[src/rtl/usb_rx_pkg.sv]
// Shared types and default timing constants for the serial receive path.
// The defaults describe one full-speed bit at eight system clocks.
package usb_rx_pkg;

    typedef enum logic {
        IDLE = 1'b0,
        RUN  = 1'b1
    } rx_timer_state_t;

    localparam int CLKS_PER_BIT  = 8;
    localparam int SAMPLE_POINT  = 3;
    localparam int BITS_PER_BYTE = 8;
    localparam int STUFF_LIMIT   = 6;

endpackage

[src/rtl/rx_flex_counter.sv]
// Up-counter with synchronous clear, count enable and programmable rollover value.
// The rollover flag is combinational: high in the cycle whose enabled count wraps back to zero.
module rx_flex_counter #(
    parameter int WIDTH = 4
) (
    input  logic             i_clk,
    input  logic             i_rst,
    input  logic             i_clear,
    input  logic             i_count_enable,
    input  logic [WIDTH-1:0] i_rollover_val,
    output logic [WIDTH-1:0] o_count,
    output logic             o_rollover_flag
);

    logic [WIDTH-1:0] r_count;

    always_ff @(posedge i_clk) begin
        if (i_rst || i_clear) begin
            r_count <= '0;
        end else if (i_count_enable) begin
            r_count <= (r_count == i_rollover_val) ? '0 : r_count + 1'b1;
        end
    end

    assign o_count         = r_count;
    assign o_rollover_flag = i_count_enable && !i_clear && (r_count == i_rollover_val);

endmodule

[src/rtl/rx_bit_timer.sv]
// Receive bit timer: resyncs on data edges, strobes mid-bit shifts, drops stuffed bits and flags violations.
// Strobes are decoded from registered state plus d_orig; byte_received follows the eighth accepted bit by one cycle.
module rx_bit_timer #(
    parameter int CLKS_PER_BIT  = usb_rx_pkg::CLKS_PER_BIT,
    parameter int SAMPLE_POINT  = usb_rx_pkg::SAMPLE_POINT,
    parameter int BITS_PER_BYTE = usb_rx_pkg::BITS_PER_BYTE,
    parameter int STUFF_LIMIT   = usb_rx_pkg::STUFF_LIMIT
) (
    input  logic                           clk,
    input  logic                           rst,
    input  logic                           enable_timer,
    input  logic                           d_edge,
    input  logic                           d_orig,
    output logic                           shift_enable,
    output logic                           byte_received,
    output logic                           stuff_err,
    output logic [$clog2(BITS_PER_BYTE):0] bit_cnt
);

    import usb_rx_pkg::*;

    localparam int CNT_W  = $clog2(CLKS_PER_BIT);
    localparam int BIT_W  = $clog2(BITS_PER_BYTE) + 1;
    localparam int ONES_W = $clog2(STUFF_LIMIT + 1);

    rx_timer_state_t r_state;
    rx_timer_state_t w_state_nxt;

    logic [CNT_W-1:0]  w_clk_cnt;
    logic [BIT_W-1:0]  w_bit_cnt;
    logic [ONES_W-1:0] r_ones_cnt;
    logic              r_byte_received;

    logic w_run;
    logic w_leave;
    logic w_sample;
    logic w_stuff;
    logic w_accept;
    logic w_byte_done;
    logic w_unused_clk_wrap;

    assign w_run    = (r_state == RUN);
    assign w_leave  = w_run && !enable_timer;
    assign w_sample = w_run && (w_clk_cnt == CNT_W'(SAMPLE_POINT));
    assign w_stuff  = w_sample && (r_ones_cnt == ONES_W'(STUFF_LIMIT));
    assign w_accept = w_sample && !w_stuff;

    // A data edge restarts the bit period; the current cycle still samples with the old count.
    rx_flex_counter #(
        .WIDTH (CNT_W)
    ) u_clk_cnt (
        .i_clk           (clk),
        .i_rst           (rst),
        .i_clear         (w_run && (d_edge || !enable_timer)),
        .i_count_enable  (w_run),
        .i_rollover_val  (CNT_W'(CLKS_PER_BIT - 1)),
        .o_count         (w_clk_cnt),
        .o_rollover_flag (w_unused_clk_wrap)
    );

    rx_flex_counter #(
        .WIDTH (BIT_W)
    ) u_bit_cnt (
        .i_clk           (clk),
        .i_rst           (rst),
        .i_clear         (w_leave),
        .i_count_enable  (w_accept),
        .i_rollover_val  (BIT_W'(BITS_PER_BYTE - 1)),
        .o_count         (w_bit_cnt),
        .o_rollover_flag (w_byte_done)
    );

    // Run of sampled ones deliberately survives byte boundaries.
    always_ff @(posedge clk) begin
        if (rst || w_leave) begin
            r_ones_cnt <= '0;
        end else if (w_sample) begin
            if (w_stuff || !d_orig) begin
                r_ones_cnt <= '0;
            end else begin
                r_ones_cnt <= r_ones_cnt + 1'b1;
            end
        end
    end

    always_ff @(posedge clk) begin
        if (rst) begin
            r_byte_received <= 1'b0;
        end else begin
            r_byte_received <= w_byte_done && enable_timer;
        end
    end

    always_ff @(posedge clk) begin
        if (rst) begin
            r_state <= IDLE;
        end else begin
            r_state <= w_state_nxt;
        end
    end

    always_comb begin
        w_state_nxt = r_state;
        case (r_state)
            IDLE:    w_state_nxt = enable_timer ? RUN : IDLE;
            RUN:     w_state_nxt = enable_timer ? RUN : IDLE;
            default: w_state_nxt = IDLE;
        endcase
    end

    always_comb begin
        shift_enable = 1'b0;
        stuff_err    = 1'b0;
        if (w_run) begin
            shift_enable = w_accept;
            stuff_err    = w_stuff && d_orig;
        end
    end

    assign byte_received = r_byte_received;
    assign bit_cnt       = w_bit_cnt;

endmodule

[config.mk]
export PLATFORM = sky130hd
export DESIGN_NAME = rx_bit_timer
export DESIGN_NICKNAME = d
export VERILOG_FILES = /design/src/rtl/usb_rx_pkg.sv /design/src/rtl/rx_flex_counter.sv /design/src/rtl/rx_bit_timer.sv
export SDC_FILE = /design/constraint.sdc
export NUM_CORES = 1
export LEC_CHECK = 0
export ABC_AREA = 1
export BUFFER_PORTS_ARGS = -buffer_cell sky130_fd_sc_hd__buf_2
export CAP_MARGIN = 20
export CELL_PAD_IN_SITES_DETAIL_PLACEMENT = 0
export CELL_PAD_IN_SITES_GLOBAL_PLACEMENT = 2
export CORE_MARGIN = 4
export CORE_UTILIZATION = 30
export CTS_CLUSTER_DIAMETER = 100
export DETAILED_ROUTE_END_ITERATION = 6
export GPL_TIMING_DRIVEN = 0
export PLACE_DENSITY_LB_ADDON = 0.1
export RECOVER_POWER = 25
export SLEW_MARGIN = 10
export SYNTH_ARGS = -nofsm -noshare
export SYNTH_HDL_FRONTEND = slang
export SYNTH_SLANG_ARGS = --single-unit
[constraint.sdc]
create_clock -name clk -period 2.06 [get_ports clk]
set_input_delay 0.309 -clock clk [delete_from_list [all_inputs] [get_ports clk]]
set_output_delay 0.309 -clock clk [all_outputs]
set_load 0.01 [all_outputs]
==> flow_summary.toml, run 1 <==
[placement]
place_hpwl_um = 938
io_buffers = 11
routabilityCongestion = 0.671
placedCellCount = 123

[critical_path]
crit_top_cell = "ha_1"
cpPeakStageDelay_ps = 360
crit_path_cell_trace = "ha_1, ha_1, nand2_2, nor2_4, buf_2"
slowest_stage = "dfxtp_1"
arrival_ps = 1490
crit_type = "reg2out"
setup.worst_path.start_class = "flop"
cp_data_required_time_ps = 1750
cp_max_fo = 8
endpoint_kind = "output pin"

[routing]
drtIter0Drc = 11
ant_nets = 0
firstDrtPassIters = 4
drc = 0
wl_per_cell_um = 9.75
vias_per_cell = 4.23
via_count = 537
routed_wl_mm = 1.24

[sta]
worst_pin_slew_ps = 538
setup_violations = 0
hold_viol = 0
fin_crit_ps = 1800
tns_ps = 0
finClkSkew_ps = 1.22
maxSlewViolCount = 0
min_period_over_period_pct = 87.6
fmax_mhz = 554
relSlewSlack_pct = 63.9
rsz0062_at_grt = "false"

[cells_and_area]
nFillCells = 222
post-route-util_pct = 37.6
diodes = 0
layout_common_cells = "19 x nand2_1, 16 x inv_1, 12 x dfxtp_1"
drive_gt1_share_pct = 14.0
layout_commonest_cell = "nand2_1"
instances_no_fill = 127
nNetsFinal = 112
area_growth_pct = 19.7

[hold_path]
hp-class = "in2reg"

[pwr]
p_per_area_nw_per_um2 = 622
ir_drop_mv = 0.254
p_leak_uw = 0.000351

[synth]
synth_cell_types = 14
synth-seq-cells = 12
synthesis.area_sq_um = 609
ys_seq_area_share_pct = 39.4
avgSynthCellArea_sq_um = 7.17
synthesis.nets = 96
yosys_warnings = 0
synth_cells = 85

[cts]
root_buffer = "clkbuf_4"
numCtsBuffers = 3
ctsHtreeMaxLevel = 1
cts_hold_buf = 0
cts.reportedPaths.clkPinSlew_ps = 80
cts_post_setup_buffers_inserted = 0
max-clock-path-buffers = 2
clkLatencyLatePin_ps = 270
cts_sinks = 12
cts_resized = 0
cts_tree = "done"

[die]
io_pins = 12
start_util_pct = 31.4
die_x_um = 53.1
coreArea_sq_um = 1940
die_y_um = 53.1
die_area_sq_um = 2820
rows = 16

[global_routing]
use_met1_pct = 12.7
gr-usage-met3_pct = 2.54
grt_use_met2_pct = 19.2
grt_max_degree = 9
antenna_found_initial = 0
grt_busiest_layer = "met2"
overflow = 0
grt_pass1_vias = 560
grtUsageTotal_pct = 11.3
grt_pass1_wl_mm = 2.30

[run_status]
status = "finished clean"

[flow_run]
max-cap-violations = 0
-- final timing paths --
kind | slack (ps) | to | startpoint | depth (start not counted)
setup reg to reg | 630 | u_bit_cnt.o_count[0] | u_clk_cnt.o_count[0] | 7
setup / recovery | 260 | shift_enable | u_clk_cnt.o_count[0] | 5
hold / removal | 280 | r_state | enable_timer | 3
hold reg to reg | 470 | u_clk_cnt.o_count[1] | u_clk_cnt.o_count[1] | 2
-- cell usage after synthesis (all sizes together) --
cell | n | area share, %
nand2 | 20 | 13
inv | 16 | 9.9
dfxtp | 12 | 39
nor2 | 9 | 6.8
o21ai | 7 | 5.7
a21oi | 6 | 4.9
ha | 6 | 12
nand3 | 5 | 4.1
nor3 | 2 | 1.6
or2 | 1 | 1.0
xor2 | 1 | 1.4
-- per-layer routing --
metal	part of all wire, %	wire [um]
met2	48	595
met5	0	0
met4	0.97	12
met3	2.3	29
met1	48	599
-- kinds of logic (layout without fill, tap and decap cells) --
logic type	Yosys count	after routing	synth area share, %
AO/OA/AOI/OAI	13	13	10.7
XOR/XNOR	1	1	1.44
adder cells (fa/ha/maj)	6	6	12.3
buffers and inverters	16	31	9.86
flip-flops	12	12	39.4
AND/OR/NAND/NOR	37	37	26.3
-- sequential cells by signal, summed over array words and instances (netlist names) --
register	cells
byte_received	1
r_ones_cnt	3
u_bit_cnt.o_count	4
u_clk_cnt.o_count	3
r_state	1
-- critical path, delay by kind of cell (launching register included) --
kind / cells / cell delay, ps
flip-flops: 1 / 360
buffers and inverters: 1 / 170
AND/OR/NAND/NOR: 2 / 350
adder cells (fa/ha/maj): 2 / 350
-- per-stage QoR --
step,total power (uW),setup slack [ps],hold slack (ps),cell area [sq um]
CTS,461,236,267,734
finish,454,256,281,729
global route,476,117,293,729
detailed placement,269,550,462,698
global placement,269,535,458,698
floorplan,259,745,442,609
-- where the power goes --
part           internal [uW]  total (uW)  switching, uW
clock network            107         191           83.6
registers                235         239           3.32
logic                   8.84        24.2           15.4
total                    351         454            102
-- final cells by class --
type | instances | area, sq um | share of cell area [%]
clock buffer | 4 | 36.3 | 4.97
sequential | 12 | 240 | 32.9
tap | 27 | 33.8 | 4.63
multi-input combinational | 57 | 309 | 42.4
inverter | 16 | 60.1 | 8.23
timing repair buffer | 11 | 50.0 | 6.86
Note: power is estimated with default switching activity, not from simulation.
==> run 2, diff against run 1 <==
--- a/config.mk
+++ b/config.mk
@@ -10,12 +10,13 @@
 export CAP_MARGIN = 20
 export CELL_PAD_IN_SITES_DETAIL_PLACEMENT = 0
 export CELL_PAD_IN_SITES_GLOBAL_PLACEMENT = 2
+export CORE_ASPECT_RATIO = 1.2
 export CORE_MARGIN = 4
 export CORE_UTILIZATION = 30
 export CTS_CLUSTER_DIAMETER = 100
 export DETAILED_ROUTE_END_ITERATION = 6
 export GPL_TIMING_DRIVEN = 0
-export PLACE_DENSITY_LB_ADDON = 0.1
+export PLACE_DENSITY = 0.81
 export RECOVER_POWER = 25
 export SLEW_MARGIN = 10
 export SYNTH_ARGS = -nofsm -noshare
==> run 2 against run 1 <==
- via count grew 1.5%
- global-route usage shrank 1.8 points
- count of clock-buffer cells in the layout is the same
- routed wire length shrank 6.6%
- critical path type unchanged
==> flow_summary.toml, run 2 (synthesis results as in run 1) <==
[sta]
fin_crit_ps = 1780
maxSlewViolCount = 0
finClkSkew_ps = 4.20
min_period_over_period_pct = 86.3
tns_ps = 0
holdWs_ps = 265
rsz0062_at_grt = "false"
setup_violations = 0
fmax_mhz = 562
hold_viol = 0
worst_pin_slew_ps = 465
relSlewSlack_pct = 68.8

[cts]
root_buffer = "clkbuf_4"
clkLatencyLatePin_ps = 270
ctsHtreeMaxLevel = 1
numCtsBuffers = 3
cts_post_setup_buffers_inserted = 0
cts_tree = "done"
cts_sinks = 12
max-clock-path-buffers = 2
cts_resized = 0
cts_hold_buf = 0
cts.reportedPaths.clkPinSlew_ps = 80

[critical_path]
reg2reg_slack_ps = 650
critPathCapture = "shift_enable"
ff2ff_path_depth = 7
cpPeakStageDelay_ps = 360
crit_path_cell_trace = "ha_1, ha_1, nand2_2, nor2_4, buf_2"
arrival_ps = 1470
cp-startpoint = "u_clk_cnt.o_count[0]"
rr_endpoint = "u_bit_cnt.o_count[3]"
endpoint_kind = "output pin"
setup.worst_path.start_class = "flop"
crit_top_cell = "ha_1"
cp_data_required_time_ps = 1750
cp_top_family = "flip-flops"
cp.depth = 5
rr_startpoint = "u_clk_cnt.o_count[0]"
crit_type = "reg2out"
slowest_stage = "dfxtp_1"
cp_max_fo = 8
path_buf_inv = 1

[routing]
via_count = 545
ant_nets = 0
vias_per_cell = 4.58
drc = 0
routed_wl_mm = 1.16
firstDrtPassIters = 3
drtIter0Drc = 2
wl_per_cell_um = 9.71

[global_routing]
grt_pass1_vias = 517
antenna_found_initial = 0
grtUsageTotal_pct = 9.47
grt_pass1_wl_mm = 2.01
grt_max_degree = 9
overflow = 0

[cells_and_area]
layout_common_cells = "19 x nand2_1, 16 x inv_1, 12 x dfxtp_1"
largest_reg_flops = 4
diodes = 0
drive_gt1_share_pct = 15.0
area_growth_pct = 18.3
layout_commonest_cell = "nand2_1"
nFillCells = 211
instances_no_fill = 119
nNetsFinal = 112

[hold_path]
holdPathStages = 3
hp-class = "in2reg"

[placement]
placedCellCount = 115
place_hpwl_um = 896
io_buffers = 11
routabilityCongestion = 0.689

[flow_run]
max-cap-violations = 0

[pwr]
p_leak_uw = 0.000354
p_per_area_nw_per_um2 = 620
ir_drop_mv = 0.232
total_power_uw = 447

[run_status]
status = "finished clean"

[die]
die_x_um = 49.1
start_util_pct = 32.2
rows = 17
io_pins = 12
die_y_um = 57.4
coreArea_sq_um = 1890
die_area_sq_um = 2820
## run 2: cell types whose count changed in the layout (fill, tap and decap cells not counted)
cell	delta
clkbuf_1	-1
buf_2	+1
## run 2: power by group
group | switching (uW) | internal (uW)
clock | 77.5 | 107
combinational | 14.7 | 9.10
sequential | 3.27 | 235
## run 2: how the worst min path moves through the flow
| stage | start | endpoint | slack, ps |
|---|---|---|---|
| floorplan | enable_timer | r_state | 440 |
| global placement | u_clk_cnt.o_count[1] | u_clk_cnt.o_count[1] | 460 |
| detailed placement | u_clk_cnt.o_count[1] | u_clk_cnt.o_count[1] | 470 |
| CTS | enable_timer | r_state | 260 |
| global route | enable_timer | r_state | 280 |
| finish | enable_timer | r_state | 270 |
## run 2: final cells by class
cell class / count / area, sq um / area share [%]
Clock buffer: 4 / 36.3 / 5.03
Inverter: 16 / 60.1 / 8.33
Multi-Input combinational cell: 57 / 309 / 42.9
Sequential cell: 12 / 240 / 33.3
Tap cell: 19 / 23.8 / 3.30
Timing Repair Buffer: 11 / 51.3 / 7.12
## run 2: layer usage
| layer | up-vias | GRT usage [%] | part of all wire, % |
|---|---|---|---|
| li1 | 295 | - | - |
| met1 | 242 | 9.66 | 46 |
| met2 | 6 | 16.5 | 49 |
| met3 | 2 | 2.35 | 3.6 |
| met4 | 0 | 7.32 | 1.2 |
| met5 | - | 0 | 0 |
## run 2: metrics by stage
stage               util, %  setup slack (ps)  cell area [sq um]
CTS                    38.3               239                724
floorplan                 -               745                609
global placement       36.4               547                688
detailed placement     36.4               554                688
finish                 38.1               281                721
global route           38.1               135                721
## run 2: worst reg2reg max path: stages (launching register included)
cell     delay (ps)
dfxtp_1         360
ha_1            180
ha_1            170
nand2_2         100
inv_1           110
nand2_1         130
o21ai_1         190
nor2_1           60
